$ cat src/rtl/fetch_pkg.sv
// Shared types and constants for the instruction fetch stage.
package fetch_pkg;

    // Fetch control states.
    typedef enum logic [1:0] {
        ST_REQ   = 2'd0,
        ST_WAIT  = 2'd1,
        ST_FULL  = 2'd2,
        ST_FAULT = 2'd3
    } fetchState_e;

    // Value IR takes out of reset.
    localparam logic [31:0] IR_RESET_VALUE = 32'h0000_0000;

endpackage

$ cat src/rtl/fetch_wait_timer.sv
// Counts cycles spent waiting for a memory response; saturates at MAX_WAIT.
module fetch_wait_timer #(
    parameter int unsigned MAX_WAIT = 15
) (
    input  logic Clock,
    input  logic Reset,
    input  logic Clear,
    input  logic Enable,
    output logic Expired
);

    localparam int unsigned CNT_W = $clog2(MAX_WAIT + 1);

    logic [CNT_W-1:0] count;

    // Clear has priority; the count holds once it reaches MAX_WAIT.
    always_ff @(posedge Clock) begin
        if (Reset || Clear) begin
            count <= '0;
        end else if (Enable && !Expired) begin
            count <= count + CNT_W'(1);
        end
    end

    assign Expired = (count == CNT_W'(MAX_WAIT));

endmodule

$ cat src/rtl/instruction_fetch_unit.sv
// Fetch stage: issues word reads for PC, holds the result in a one-entry IR
// toward decode, advances the PC generator, handles redirects and timeouts.
module instruction_fetch_unit
    import fetch_pkg::*;
#(
    parameter int unsigned ADDR_W   = 32,
    parameter int unsigned INSTR_W  = 32,
    parameter int unsigned MAX_WAIT = 15
) (
    input  logic               Clock,
    input  logic               Reset,
    input  logic [ADDR_W-1:0]  PC,
    input  logic               Flush,
    output logic               PC_enable,
    output logic               IMem_req,
    output logic [ADDR_W-1:0]  IMem_addr,
    input  logic               IMem_gnt,
    input  logic               IMem_rvalid,
    input  logic [INSTR_W-1:0] IMem_rdata,
    output logic [INSTR_W-1:0] IR,
    output logic [ADDR_W-1:0]  IR_PC,
    output logic               IR_valid,
    input  logic               IR_ready,
    output logic               Fetch_fault
);

    fetchState_e       state;
    fetchState_e       stateNext;
    logic [ADDR_W-1:0] reqPc;
    logic              drop;
    logic              dropNext;
    logic              irLoad;
    logic              irValidNext;
    logic              faultSet;
    logic              reqPcLoad;
    logic              fetchAdv;
    logic              timerExpired;

    fetch_wait_timer #(
        .MAX_WAIT (MAX_WAIT)
    ) u_wait_timer (
        .Clock   (Clock),
        .Reset   (Reset),
        .Clear   (state != ST_WAIT),
        .Enable  (state == ST_WAIT),
        .Expired (timerExpired)
    );

    assign IMem_addr = PC;

    // State register.
    always_ff @(posedge Clock) begin
        if (Reset) begin
            state <= ST_REQ;
        end else begin
            state <= stateNext;
        end
    end

    // Next-state, request and PC-advance decode.
    always_comb begin
        stateNext   = state;
        irLoad      = 1'b0;
        irValidNext = IR_valid;
        dropNext    = drop;
        faultSet    = 1'b0;
        reqPcLoad   = 1'b0;
        fetchAdv    = 1'b0;
        IMem_req    = ~Reset & ~Flush &
                      ((state == ST_REQ) | ((state == ST_FULL) & IR_ready));

        case (state)
            ST_REQ: begin
                irValidNext = 1'b0;
                if (IMem_req && IMem_gnt) begin
                    reqPcLoad = 1'b1;
                    dropNext  = 1'b0;
                    stateNext = ST_WAIT;
                end
            end
            ST_WAIT: begin
                if (IMem_rvalid) begin
                    if (!drop && !Flush) begin
                        irLoad      = 1'b1;
                        irValidNext = 1'b1;
                        fetchAdv    = 1'b1;
                        stateNext   = ST_FULL;
                    end else begin
                        dropNext  = 1'b0;
                        stateNext = ST_REQ;
                    end
                end else if (timerExpired) begin
                    faultSet  = 1'b1;
                    stateNext = ST_FAULT;
                end else if (Flush) begin
                    dropNext = 1'b1;
                end
            end
            ST_FULL: begin
                if (Flush) begin
                    irValidNext = 1'b0;
                    stateNext   = ST_REQ;
                end else if (IR_ready) begin
                    irValidNext = 1'b0;
                    if (IMem_gnt) begin
                        reqPcLoad = 1'b1;
                        stateNext = ST_WAIT;
                    end else begin
                        stateNext = ST_REQ;
                    end
                end
            end
            ST_FAULT: begin
                irValidNext = 1'b0;
            end
            default: begin
                stateNext = ST_REQ;
            end
        endcase

        PC_enable = ~Reset & (fetchAdv | (Flush & (state != ST_FAULT)));
    end

    // IR, its address, in-flight bookkeeping and the sticky fault flag.
    always_ff @(posedge Clock) begin
        if (Reset) begin
            IR          <= INSTR_W'(IR_RESET_VALUE);
            IR_PC       <= '0;
            IR_valid    <= 1'b0;
            Fetch_fault <= 1'b0;
            drop        <= 1'b0;
            reqPc       <= '0;
        end else begin
            if (irLoad) begin
                IR    <= IMem_rdata;
                IR_PC <= reqPc;
            end
            if (reqPcLoad) begin
                reqPc <= PC;
            end
            if (faultSet) begin
                Fetch_fault <= 1'b1;
            end
            IR_valid <= irValidNext;
            drop     <= dropNext;
        end
    end

endmodule
$ cat config.mk
export PLATFORM = sky130hd
export DESIGN_NAME = instruction_fetch_unit
export DESIGN_NICKNAME = d
export VERILOG_FILES = /design/src/rtl/fetch_pkg.sv /design/src/rtl/fetch_wait_timer.sv /design/src/rtl/instruction_fetch_unit.sv
export SDC_FILE = /design/constraint.sdc
export NUM_CORES = 1
export LEC_CHECK = 0
export CAP_MARGIN = 20
export CORE_MARGIN = 2
export CORE_UTILIZATION = 46
export CTS_CLUSTER_DIAMETER = 50
export DETAILED_ROUTE_END_ITERATION = 6
export HOLD_SLACK_MARGIN = 0.06
export PLACE_DENSITY_LB_ADDON = 0.3
export SETUP_SLACK_MARGIN = 0.3
export SYNTH_ARGS = -nofsm -noshare
export SYNTH_HDL_FRONTEND = slang
export SYNTH_SLANG_ARGS = --single-unit
export TNS_END_PERCENT = 10
$ cat constraint.sdc
create_clock -name Clock -period 2.8 [get_ports Clock]
set_input_delay 0.56 -clock Clock [delete_from_list [all_inputs] [get_ports Clock]]
set_output_delay 0.56 -clock Clock [all_outputs]
set_load 0.01 [all_outputs]
# Word level (Yosys, flattened, before mapping)
# Cells that the tools add are included.
[op_classes] add_sub_neg=1 n_eq_ne=14 muxes=30 n_bitwise=9 n_reduce_logical=14
[ops] op="1-bit two-way mux" count=20
[ops] op="3-bit inequality test, second input constant" count=5
[ops] op="2-bit two-way mux" count=6
[ops] op="2-bit inequality test, second input constant" count=3
[ops] op="2-bit one-hot mux with 3 select lines" count=1
[ops] op="1-bit bitwise AND" count=5
[ops] op="5-bit AND reduction" count=1
[ops] op="4-bit by 1-bit adder with 4-bit output, second input constant" count=1
[ops] op="2-bit == test, second input constant" count=2
[ops] op="4-bit == test, second input constant" count=1
[ops] op="2-bit by 1-bit inequality test with 1-bit output, second input constant" count=2
[ops] op="1-bit one-hot mux with 2 select lines" count=2
[ops] op="4-bit AND reduction" count=1
[ops] op="1-bit logical AND" count=3
[ops] op="1-bit zero test" count=3
[ops] op="1-bit one-hot mux with 3 select lines" count=1
[ops] op="3-bit AND reduction" count=1
[ops] op="3-bit nonzero test" count=1
[ops] op="2-bit by 1-bit == test with 1-bit output, second input constant" count=1
[ops] op="2-bit zero test" count=1
[ops] op="1-bit inverter" count=2
[ops] op="1-bit bitwise OR" count=2
[ops] op="2-bit nonzero test" count=1
[ops] op="2-bit OR reduction" count=1
[ops] op="1-bit logical OR" count=1
[word_totals] ff_bits=105 in_bits=70 out_inout_bits=100 word_cells=76

# Logic depth before layout (Yosys ltp)
# Gate-level depths: netlist (run 1).
[logic_depth] ltp_word=7 depth_mapped=7 depth_no_buf=6

# Modules after synthesis
# A second synthesis (run 1) with hierarchy kept.
[unflattened] cells_unflattened=483 area_unflattened_um2=4165.2
[by_module_without_submodules] mod="instruction_fetch_unit" instances=1 cells_each=461 area_per_inst_um2=3953.8
[by_module_without_submodules] mod="fetch_wait_timer" instances=1 cells_each=22 area_per_inst_um2=211.5

# Worst setup path before layout (run 1)
# OpenSTA, ideal clock, no wires.
[synth_path] kind="input to output" start="in Reset" end="out PC_enable" t_arrival_ps=1201 t_required_ps=2240 slack_ps=1039 cell_stages=3 path_buffers=2 cell_sequence="clkbuf_1 clkbuf_1 a21oi_1"
[synth_between] elab_chain_len=2
[synth_lines] item="start: declaration" line_no="instruction_fetch_unit.sv:11" text="input logic Reset,"
[synth_lines] item="1-bit inverter" line_no="instruction_fetch_unit.sv:121" text="PC_enable = ~Reset & (fetchAdv | (Flush & (state != ST_FAULT)));"
[synth_lines] item="1-bit bitwise AND" line_no="instruction_fetch_unit.sv:121"
[synth_lines] item="end: declaration" line_no="instruction_fetch_unit.sv:14" text="output logic PC_enable,"
# No other way between the ends.

# Worst setup path after layout (run 1)
[layout_path] start="in Flush" end="out PC_enable"
[layout_between] elab_chain_len=7 elab_cells_between_ends=8 classes_between="mux: 3; bitwise: 3; reduce/logical: 2"
[layout_lines] item="start: declaration" line_no="instruction_fetch_unit.sv:13" text="input logic Flush,"
[layout_lines] item="1-bit zero test" line_no="instruction_fetch_unit.sv:83" text="if (!drop && !Flush) begin"
[layout_lines] item="1-bit logical AND" line_no="instruction_fetch_unit.sv:83"
[layout_lines] item="1-bit two-way mux" line_no="instruction_fetch_unit.sv:83"
[layout_lines] item="1-bit two-way mux" line_no="instruction_fetch_unit.sv:82" text="if (IMem_rvalid) begin"
[layout_lines] item="1-bit two-way mux" line_no="instruction_fetch_unit.sv:72" text="case (state)"
[layout_lines] item="1-bit bitwise OR (*)" line_no="instruction_fetch_unit.sv:121"
[layout_lines] item="1-bit bitwise AND (*)" line_no="instruction_fetch_unit.sv:121"
# Every way passes the cells marked *; elsewhere a longest branch is shown, timed or not.

==> metrics.txt, run 1 <==
number of max-cap violations 0; WP depth 5; Slowest cell on crit path clkdlybuf4s50_1; maximum vdd drop 0.314 mV; multiplexer share of the synthesized area 0.0833; RePlAce Congestion 0.842; port bufs 169; drt wl/cell 13.7 um; status finished clean; Hold Vio Cnt, Final 0; Fmax achieved 438 MHz; DRT Pass-1 Iters 4; critical path type input port to output pin; commonest cells after routing, fill and taps aside clkdlybuf4s50_1, nand2_1, dfxtp_1; worst reg2reg startpoint state[1]; I/O pin count 170; Worst EP arrival 1720 ps; Hold EP IR_PC[3]; number of global-route vias before repair 3,541; Worst R2R End IR_PC[25]; CTS buffer count 9; clock root cell clkbuf_8; CP max stage delay 460 ps; Synth Area in XOR/XNOR 0.00214; H-tree depth 3; Leak Pwr 0.00204 uW; Reg2Reg Setup Slack 980 ps; GRT Total Usage 0.204; cell count after synthesis 479; via count 3,469; Die H 98.3 um; predominant post-synthesis flop cell dfxtp_1; cell row count 34; Bufs and invs on worst path 2; EDFF count, synth 0; Setup Skew 9.81 ps; initial antenna violation count 0; ANT nets after route 0; first-pass GRT wire length 16.4 mm; capturing element type of the critical path output pin; Setup violations, final 0; Compound-Gate Fraction of Synth Area 0.106; YS warnings 0; hold path startpoint reqPc[3]; Netlist Area Pre-Place 4090 sq um; Final min period 2280 ps; Synth Area in Simple Gates 0.185; DRC Markers 0; CP top delay family buffers and inverters; Initial Util 0.471; share of cells above drive strength 1 0.0493; synthesis-to-finish area growth 42.8%; Pwr Density 559 nW/um^2; Worst-path clk slew 100 ps; Netlist cell types 28; main combinational cell family by area after synthesis simple AND/OR/NAND/NOR gates; period utilization 0.815; Slew Limit Fails 0; grt total ovfl 0; Fin Setup TNS 0 ps; WL final 9.81 mm; FF-to-FF path depth 6; Core Area 8680 sq um; sequential element share of the synthesized area 0.514; pre-CTS setup slack 222 ps; Seq cells post-synth 105; Post-Synth Adder-Cell Area 0.0153; Mean Syn Cell Area 8.53 sq um; clk sinks 105; detailed placer's ending HPWL 6.81 mm; Min Hold Slack 455 ps; HP Class flop to flop; CTS tree done; largest net degree at the start of global routing 65; Skew-Pair Late Insertion Delay 350 ps; commonest non-fill, non-tap cell in the layout clkdlybuf4s50_1; drt initial violations 77; die footprint 9650 sq um; RSZ-0062 raised after global routing no; DIE WIDTH 98.3 um; cells along the critical path clkdlybuf4s50_1, nor2_1, nand3_2, a21oi_1, dlygate4sd2_1; Async S/R FF share, synth 0; Worst slew margin 0.538; Post-CTS Setup Inserts 0; clock buffer depth 2; worst setup margin 518 ps; final net count 680; worst path required time 2240 ps; vias per cell 4.84; CP Launch Type input port; # fillers 709; total power 3260 uW; Diodes inserted 0; crit-path max FO 4; syn nets 554; Slew @ Worst Pin 693 ps; hold depth 2
==> logic make-up after synthesis <==
family,Yosys count
fa+ha+maj,5
flops,105
simple gates,190
buf+inv,64
mux,34
xor+xnor,1
compound gates,80
==> how the worst max path moves through the flow <==
stage / slack (ps) / to / from
6_report: 520 / PC_enable / Flush
5_1_grt: 430 / PC_enable / Flush
4_1_cts: 340 / IMem_req / state[0]
3_5_place_dp: 220 / PC_enable / Flush
3_3_place_gp: 220 / PC_enable / Flush
2_1_floorplan: 1040 / PC_enable / Reset
==> synth_stat cells, types with 3 or more instances <==
cell type / number / area share
clkbuf_1: 14 / 0.013
a21oi_1: 69 / 0.085
buf_4: 35 / 0.064
dfxtp_1: 105 / 0.51
nand2_1: 131 / 0.12
nand3_1: 3 / 0.0037
mux2i_1: 34 / 0.083
ha_1: 5 / 0.015
nor2_1: 42 / 0.039
nand2b_1: 7 / 0.011
inv_1: 4 / 0.0037
buf_2: 10 / 0.012
==> layout make-up <==
| cell class | count | area (sq um) | area share |
|---|---|---|---|
| Timing Repair Buffer | 175 | 1750 | 0.299 |
| Tap cell | 108 | 135 | 0.0232 |
| Clock buffer | 11 | 141 | 0.0242 |
| Clock inverter | 4 | 76.3 | 0.0131 |
| Multi-Input combinational cell | 310 | 1620 | 0.277 |
| Inverter | 4 | 15.0 | 0.00257 |
| Sequential cell | 105 | 2100 | 0.360 |
==> report_power, final <==
group | switching (uW) | internal, uW
Combinational | 316 | 319
Sequential | 47.3 | 1570
Clock | 480 | 527
==> worst register-to-register path, delay by kind of cell (launching register included) <==
family,cells,cell delay [ps]
buf+inv,2,650
simple gates,2,270
fa+ha+maj,1,280
compound gates,1,160
flops,1,390
==> routing by layer <==
metal | track usage | share of wire | up-vias | wire length [um]
met2 | 0.357 | 0.50 | 112 | 4870
met5 | 0 | 0 | - | 0
met4 | 0.0390 | 0.0073 | 0 | 72
met3 | 0.0702 | 0.077 | 6 | 758
li1 | - | - | 1771 | -
met1 | 0.248 | 0.42 | 1580 | 4110
==> state kept, by name, indices dropped and copies added (netlist names) <==
| register | flops |
|---|---|
| Fetch_fault | 1 |
| IR | 32 |
| IR_PC | 32 |
| IR_valid | 1 |
| drop | 1 |
| reqPc | 32 |
| state | 2 |
| u_wait_timer.count | 4 |
==> through the flow <==
stage,area (sq um),std cells,util
2_1_floorplan,4090,479,-
3_3_place_gp,5610,702,0.647
3_5_place_dp,5610,702,0.647
4_1_cts,5830,717,0.672
5_1_grt,5840,717,0.673
6_report,5840,717,0.673
==> repair_timing <==
action,CTS,global route
hold buffers,0,0
setup endpoints to repair,1,1
gates resized for setup,1,3
Power figures use the tool's default switching activity.
==> run 2: changes to the inputs <==
Settings changed: CORE_UTILIZATION 46 to 43.
Clock period 2.8 ns to 2.11 ns, I/O delays scaled along.
==> run 2 against run 1 <==
  * Design area rose by 1.2%
  * Largest cell class unchanged
  * Die area rose by 6.7%
  * Utilization fell by 3.4 points
  * Total power rose by 28%
  * Worst hold slack got worse by 170 ps
  * Global-route usage fell by 2.2 points
  * Cell count rose by 3.8%
  * Routed wire length fell by 1.9%
  * Critical path depth fell by 3
  * Clock skew rose by 3.2 ps
==> metrics.txt, run 2 (synthesized netlist as in run 1, its figures left out) <==
grt total ovfl 0 (unchanged); worst path required time 1690 ps (-550 ps); Die H 101 um (+3.3%); H-tree depth 3 (unchanged); post-route cell area 5900 sq um (+1.2%); # fillers 773 (+9.0%); number of max-cap violations 0 (unchanged); CP max stage delay 550 ps (+90 ps); clk sinks 105 (unchanged); port bufs 169 (unchanged); detailed placer's ending HPWL 6.88 mm (+1.0%); I/O pin count 170 (unchanged); Final min period 1900 ps; final net count 685 (+0.74%); Slew @ Worst Pin 677 ps (-16.5 ps); Fmax achieved 526 MHz; clock root cell clkbuf_8; CTS buffer count 9 (unchanged); HP Class input port to flop; Setup violations, final 0 (unchanged); capturing element type of the critical path output pin; critical path type input port to output pin; ANT nets after route 0 (unchanged); CTS tree done; initial antenna violation count 0 (unchanged); crit-path max FO 2 (-2); placed inst area 5700 sq um (+1.6%); Bufs and invs on worst path 2 (unchanged); NetSw 1170 uW (+39%); sequential share of power 0.513 (+0.017); Slew Limit Fails 0 (unchanged); Sw Share 0.279 (+0.0203); RePlAce Congestion 0.770 (-8.5%); Setup Skew 13.0 ps (+3.18 ps); status finished clean; share of cells above drive strength 1 0.0699 (+0.0207); cell row count 35 (+2.9%); fin util 0.639 (-0.0336); internal power 3020 uW (+25%); DIE WIDTH 101 um (+3.3%); drt initial violations 66 (-14%); Initial Util 0.442 (-0.0286); biggest regs IR (32), IR_PC (32), reqPc (32); Core Area 9240 sq um (+6.5%); DRC Markers 0 (unchanged); Worst-path clk slew 110 ps (about the same); Fin Setup TNS 0 ps (unchanged); synthesis-to-finish area growth 44.5%; WL final 9.62 mm (-1.9%); commonest cells after routing, fill and taps aside clkdlybuf4s50_1, nand2_1, dfxtp_1; CP dominant cell by count clkdlybuf4s50_1; Comb power frac 0.210 (+0.015); drt wl/cell 12.9 um (-5.5%); CP top delay family buffers and inverters; RSZ-0062 raised after global routing yes; Leak Pwr 0.00208 uW (+1.8%); clock group share of total power 0.277 (-0.032); period utilization 0.901; Post-CTS Setup Inserts 0 (unchanged); first-pass GRT wire length 15.1 mm (-8.0%); Skew-Pair Late Insertion Delay 350 ps (about the same); maximum vdd drop 0.563 mV (+79%); commonest non-fill, non-tap cell in the layout clkdlybuf4s50_1; GRT Total Usage 0.182 (-0.0220); number of global-route vias before repair 3,375 (-4.7%); Diodes inserted 0 (unchanged); cells along the critical path clkdlybuf4s50_1, clkdlybuf4s50_1; largest net degree at the start of global routing 65 (unchanged); Slowest cell on crit path clkdlybuf4s50_1; die footprint 10,300 sq um (+6.7%); via count 3,525 (+1.6%); multi-input logic area 1630 sq um (+0.77%); Worst slew margin 0.549 (+0.0110); CP Launch Type input port; vias per cell 4.74 (-2.1%); Hold Vio Cnt, Final 0 (unchanged); FF/Latch Area 2100 sq um (+0.12%); Worst EP arrival 1480 ps (-240 ps); clock buffer depth 2 (unchanged); Pwr Density 709 nW/um^2 (+27%); DRT Pass-1 Iters 4 (unchanged)
==> run 2: cell count changes in the layout (fill, tap and decap cells not counted), sizes merged <==
cell / change
dlygate4sd2: +1
inv: +2
bufinv: -2
dlymetal6s2s: +2
clkinv: +2
clkdlybuf4s50: -5
buf: +7
clkbuf: -1
==> run 2: what timing repair did <==
action	in CTS	in global routing
hold buffers	0	0
hold endpoints to repair	0	0
gates resized for setup	17	3
setup endpoints to repair	35	39
==> run 2: metrics by stage <==
stage / setup WS, ps / cells / total power [uW] / hold slack (ps)
6_report: 208 / 744 / 4190 / 285
3_3_place_gp: -248 / 728 / 3030 / 434
3_5_place_dp: -246 / 728 / 3060 / 443
2_1_floorplan: 548 / 479 / 2670 / 431
5_1_grt: 189 / 744 / 4410 / 262
4_1_cts: 196 / 744 / 4240 / 266
==> run 2: final cells by class <==
| cell class | instances | area share |
|---|---|---|
| clock buffers | 10 | 0.0233 |
| clock inverters | 6 | 0.00848 |
| inverters | 4 | 0.00254 |
| multi-input cells | 310 | 0.276 |
| flip-flops and latches | 105 | 0.356 |
| well taps | 129 | 0.0273 |
| repair buffers | 180 | 0.306 |
==> run 2: worst reg2reg max path, stage by stage, from the launching register on <==
cell and delay, ps:
dfxtp_2 370, inv_1 80, ha_1 210, nand3_2 70, buf_4 560, nand2_1 130, a21oi_1 180
==> run 2: metal layers <==
layer | GRT usage | share of wire | wire (um)
met1 | 0.205 | 0.42 | 4040
met3 | 0.0566 | 0.078 | 748
met2 | 0.330 | 0.49 | 4720
met5 | 0 | 0 | 0
met4 | 0.0572 | 0.012 | 113
==> run 2: worst paths after layout <==
path	from	end	depth (start not counted)	slack (ps)
max reg2reg	state[1]	IR[23]	6	440
min reg2reg	reqPc[23]	IR_PC[23]	2	460
min	Reset	drop	2	280
max	PC[21]	IMem_addr[21]	2	210
==> run 2: power by group through the flow <==
stage          clock network (uW)  registers [uW]  logic (uW)
2_1_floorplan                   0            2200         467
3_3_place_gp                    0            2180         849
3_5_place_dp                    0            2190         870
4_1_cts                      1200            2150         889
5_1_grt                      1290            2160         960
6_report                     1160            2150         878
